<file path="src/rtl/cory_ordq4.sv">
// Ordered response router: passes arbiter requests to a shared target, queues source tags in order,
// and steers in-order responses back to the originating port. Optional macro: CORY_ORDQ4_ERR_EN.
module cory_ordq4 #(
  parameter int unsigned N = 8,
  parameter int unsigned M = 8,
  parameter int unsigned D = 4
) (
  input  logic                 clk,
  input  logic                 reset,
  input  logic                 i_a_v,
  input  logic [N-1:0]         i_a_d,
  input  logic [1:0]           i_a_s,
  output logic                 o_a_r,
  output logic                 o_z_v,
  output logic [N-1:0]         o_z_d,
  input  logic                 i_z_r,
  input  logic                 i_b_v,
  input  logic [M-1:0]         i_b_d,
  output logic                 o_b_r,
  output logic                 o_b0_v,
  output logic                 o_b1_v,
  output logic                 o_b2_v,
  output logic                 o_b3_v,
  output logic [M-1:0]         o_b_d,
  input  logic                 i_b0_r,
  input  logic                 i_b1_r,
  input  logic                 i_b2_r,
  input  logic                 i_b3_r,
  output logic [$clog2(D):0]   o_cnt
`ifdef CORY_ORDQ4_ERR_EN
  ,
  output logic                 o_err
`endif
);

  localparam int unsigned AW = $clog2(D);
  localparam int unsigned CW = AW + 1;

  logic [1:0]    q [D];
  logic [AW-1:0] wp;
  logic [AW-1:0] rp;
  logic [CW-1:0] cnt;

  logic       full;
  logic       empty;
  logic       push;
  logic       pop;
  logic [1:0] h;
  logic [3:0] port_r;
  logic       head_r;
  logic       head_v;

  assign full   = (cnt == CW'(D));
  assign empty  = (cnt == '0);
  assign h      = q[rp];
  assign port_r = {i_b3_r, i_b2_r, i_b1_r, i_b0_r};
  assign head_r = port_r[h];
  assign head_v = i_b_v & ~empty;

  // Request path: combinational pass-through gated only by full
  assign o_z_v = i_a_v & ~full;
  assign o_a_r = i_z_r & ~full;
  assign o_z_d = i_a_d;
  assign push  = i_a_v & i_z_r & ~full;

  // Response path: only the head port sees valid
  assign o_b0_v = head_v & (h == 2'd0);
  assign o_b1_v = head_v & (h == 2'd1);
  assign o_b2_v = head_v & (h == 2'd2);
  assign o_b3_v = head_v & (h == 2'd3);
  assign o_b_d  = i_b_d;
  assign pop    = i_b_v & ~empty & head_r;

`ifdef CORY_ORDQ4_ERR_EN
  // Orphan responses on an empty queue are accepted and dropped
  assign o_b_r = (~empty & head_r) | (empty & i_b_v);

  always_ff @(posedge clk) begin
    if (reset) begin
      o_err <= 1'b0;
    end else if (empty & i_b_v) begin
      o_err <= 1'b1;
    end
  end
`else
  assign o_b_r = ~empty & head_r;
`endif

  assign o_cnt = cnt;

  // Tag storage needs no reset; pointers and count define validity
  always_ff @(posedge clk) begin
    if (push) begin
      q[wp] <= i_a_s;
    end
  end

  always_ff @(posedge clk) begin
    if (reset) begin
      wp  <= '0;
      rp  <= '0;
      cnt <= '0;
    end else begin
      if (push) wp <= wp + AW'(1);
      if (pop)  rp <= rp + AW'(1);
      case ({push, pop})
        2'b10:   cnt <= cnt + CW'(1);
        2'b01:   cnt <= cnt - CW'(1);
        default: cnt <= cnt;
      endcase
    end
  end

endmodule

</file>
<file path="config.mk">
export PLATFORM = sky130hd
export DESIGN_NAME = cory_ordq4
export DESIGN_NICKNAME = d
export VERILOG_FILES = /design/src/rtl/cory_ordq4.sv
export SDC_FILE = /design/constraint.sdc
export NUM_CORES = 1
export LEC_CHECK = 0
export ABC_AREA = 1
export CORE_MARGIN = 2
export CORE_UTILIZATION = 40
export CTS_BUF_LIST = sky130_fd_sc_hd__clkbuf_2 sky130_fd_sc_hd__clkbuf_4 sky130_fd_sc_hd__clkbuf_8
export DETAILED_ROUTE_END_ITERATION = 10
export GPL_ROUTABILITY_DRIVEN = 0
export HOLD_SLACK_MARGIN = 0.08
export PLACE_DENSITY_LB_ADDON = 0.12
export SETUP_SLACK_MARGIN = 0.2
export SYNTH_ARGS = -nofsm -noshare
export SYNTH_HDL_FRONTEND = slang
export SYNTH_SLANG_ARGS = --single-unit
</file>
<file path="constraint.sdc">
create_clock -name clk -period 2.5 [get_ports clk]
set_clock_uncertainty 0.05 [all_clocks]
set_input_delay 0.5 -clock clk [delete_from_list [all_inputs] [get_ports clk]]
set_output_delay 0.5 -clock clk [all_outputs]
set_load 0.005 [all_outputs]
</file>
==> results.json <==
{
  "status": "finished, final reports clean",
  "grt_usage_pct": 12.4,
  "rsz0062_at_grt": "yes",
  "power.internal_mw": 0.482,
  "p_per_area_nw_per_um2": 538,
  "synth_top_area_cell": "edfxtp_1",
  "netlist_area_um2": 1020,
  "crit_path_end": "o_z_v",
  "synthFlopType": "dfxtp_1",
  "p_sw_share_pct": 27.8,
  "cpPeakStageDelay_ps": 520,
  "worst_pin_slew_ps": 236,
  "finalSetupTns_ps": 0,
  "syn_to_final_growth_pct": 21.7,
  "numCtsBuffers": 3,
  "reg2reg_slack_ps": 380,
  "seq_area_frac_synth_pct": 41.2,
  "p_sw_mw": 0.186,
  "synth_fp_nets": 156,
  "path_class": "primary input to output pin",
  "maxSlewViolCount": 0,
  "seqPwrFrac_pct": 48.1,
  "vdd.ir_drop.worst_v": 0.000264,
  "power_mw": 0.668,
  "ctsLongestPathBuffers": 2,
  "nFillCells": 247,
  "syn_inst": 123,
  "grt_pass1_wl_mm": 2.59,
  "grt_pass1_vias": 655,
  "dp.cells": 162,
  "post_synth_main_area_contributors": "edfxtp_1, dfxtp_1, buf_4",
  "clock_sinks": 17,
  "period_share_pct": 87.3,
  "worstPathMaxFanout": 2,
  "path_delay_family": "buffers and inverters",
  "ys_seq_elements": 17,
  "io_pins": 53,
  "dpl.hpwl_mm": 1.35,
  "crit_slowest_cell": "clkdlybuf4s50_1",
  "antenna_found_initial": 0,
  "max_slew_margin_pct": 84.1,
  "clk_pin_slew_ps": 90,
  "fp.dieW_um": 54.5,
  "critPathMostFrequentCell": "clkdlybuf4s50_1",
  "n_antenna_cell": 0,
  "initial_core_util_pct": 41.6,
  "clockRootBuffer": "clkbuf_4",
  "crit_cells": 4,
  "setup_viol": 0,
  "synth.most_common_cell": "inv_1",
  "cp.arrival_ps": 1630,
  "cp-end-kind": "output pin",
  "drc_errors": 0,
  "grt_max_degree": 10,
  "cap_violations": 0,
  "firstDrtPassIters": 4,
  "power_frac_clock_pct": 22.2,
  "dieArea_um2": 2970,
  "grt_overflow": 0,
  "crit_start": "i_a_v",
  "drt_iter0_drc": 2,
  "wirelength_mm": 1.65,
  "synth_edf_count": 8,
  "netlist.area_leader.share_pct": 23.5,
  "drtAntennaViolNets": 0,
  "dieHeight_um": 54.5,
  "worst_slack_ps": 316,
  "start_kind": "primary input",
  "fp.coreArea_um2": 2450,
  "clk_latency_ps": 280,
  "layout_min_cycle_time_ps": 2180,
  "ys_types": 22,
  "cts_tree": "built",
  "layout.cells.non_filler": 168,
  "htreeDepth": 1,
  "dp_slack_ps": -105,
  "synth_async_sr_flop_share_pct": 0,
  "hold_viol_final": 0,
  "num_vias": 745,
  "r2r-end": "o_cnt[2]",
  "nNetsFinal": 172,
  "synth_common_cells": "inv_1, buf_4, nor2_1",
  "wire_per_inst_um": 9.82,
  "fp-row-count": 18,
  "portBuffers": 20,
  "fmax_mhz": 458,
  "hp-class": "register to register",
  "r2r_cells": 14,
  "p_comb_share_pct": 29.7,
  "vias_per_cell": 4.43,
  "cp.required_ps": 1950,
  "postSynthAreaPerCell_um2": 8.30,
  "layout-drive-gt1-share_pct": 20.3,
  "ys_warn_count": 0,
  "crit_chain": "clkdlybuf4s50_1 > inv_1 > nor2_1 > clkdlybuf4s50_1",
  "power_leakage_nw": 0.556,
  "path_buf_inv": 3
}
==> placed cells by master, fill, tap and decap left out <==
master / Yosys / final
or2_0: 1 / 1
clkdlybuf4s50_1: 0 / 15
nor3_1: 5 / 5
nand3_2: 1 / 2
edfxtp_1: 8 / 8
o21ai_0: 5 / 3
dfxtp_2: 0 / 1
ha_1: 5 / 5
o21ai_1: 1 / 2
dfxtp_4: 0 / 1
dlymetal6s2s_1: 0 / 1
nand2_1: 12 / 12
dfxtp_1: 9 / 7
nand2_2: 5 / 5
clkbuf_4: 0 / 4
and3_2: 1 / 1
inv_1: 21 / 21
nand3_4: 1 / 1
buf_4: 16 / 7
a21oi_1: 8 / 7
inv_4: 0 / 2
nand3_1: 3 / 2
o21ai_2: 0 / 1
fa_2: 0 / 1
nand2_4: 1 / 1
nand3b_1: 2 / 2
dlygate4sd2_1: 0 / 4
a21oi_2: 0 / 1
nor2_1: 15 / 15
==> timing repair <==
item,CTS,global route
setup buffers,0,2
hold buffers,0,0
pin swaps,0,4
resized for setup,5,11
setup endpoints to repair,6,3
==> per-stage QoR <==
step,hold WS [ps],utilization [%],instance area [um2]
2_1_floorplan,397,-,1020
5_1_grt,463,50.6,1240
4_1_cts,431,49.0,1200
6_report,424,50.6,1240
3_3_place_gp,411,47.9,1180
3_5_place_dp,416,47.9,1180
==> worst min-delay path: stages, from the launching register on <==
cell	delay, ps
dfxtp_1	310
inv_1	70
a21oi_1	60
==> power by group through the flow <==
stage               Clock [mW]  Sequential [mW]  Combinational (mW)
floorplan                    0            0.325               0.127
global placement             0            0.327               0.190
detailed placement           0            0.327               0.189
CTS                      0.161            0.321               0.188
global route             0.173            0.325               0.225
finish                   0.149            0.321               0.199
==> worst min-delay path by stage <==
stage,from,to,slack [ps],cells after the start
after floorplan,rp[0],register,400,2
after global placement,rp[0],rp[0],410,2
after detailed placement,rp[0],rp[0],420,2
after CTS,rp[0],rp[0],430,2
after global routing,rp[0],rp[0],460,2
final,rp[0],rp[0],420,2
==> cell families (layout without fill, tap and decap cells) <==
| family | after synthesis | count (layout) | synth area share, % |
|---|---|---|---|
| adders and majority gates | 6 | 6 | 8.09 |
| AOI/OAI and AO/OA | 14 | 14 | 6.86 |
| buffers and inverters | 39 | 54 | 20.3 |
| DFF | 17 | 17 | 41.2 |
| and+or+nand+nor | 47 | 47 | 23.5 |
==> area by class of cell <==
cell class	instances	area, um2	area share [%]
flip-flops and latches	17	425	34.2
multi-input cells	67	408	32.8
repair buffers	27	250	20.1
inverters	23	91.3	7.35
well taps	30	37.5	3.02
clock buffers	4	30.0	2.42
==> layer usage <==
| layer | vias to the layer above | part of all wire [%] | routed length [um] | GRT usage, % |
|---|---|---|---|---|
| li1 | 401 | - | - | - |
| met1 | 308 | 43 | 704 | 13.1 |
| met2 | 30 | 45 | 750 | 20.7 |
| met3 | 6 | 10 | 171 | 3.83 |
| met4 | 0 | 1.4 | 23 | 9.17 |
| met5 | - | 0 | 0 | 0 |
(Power assumes the default switching activity.)
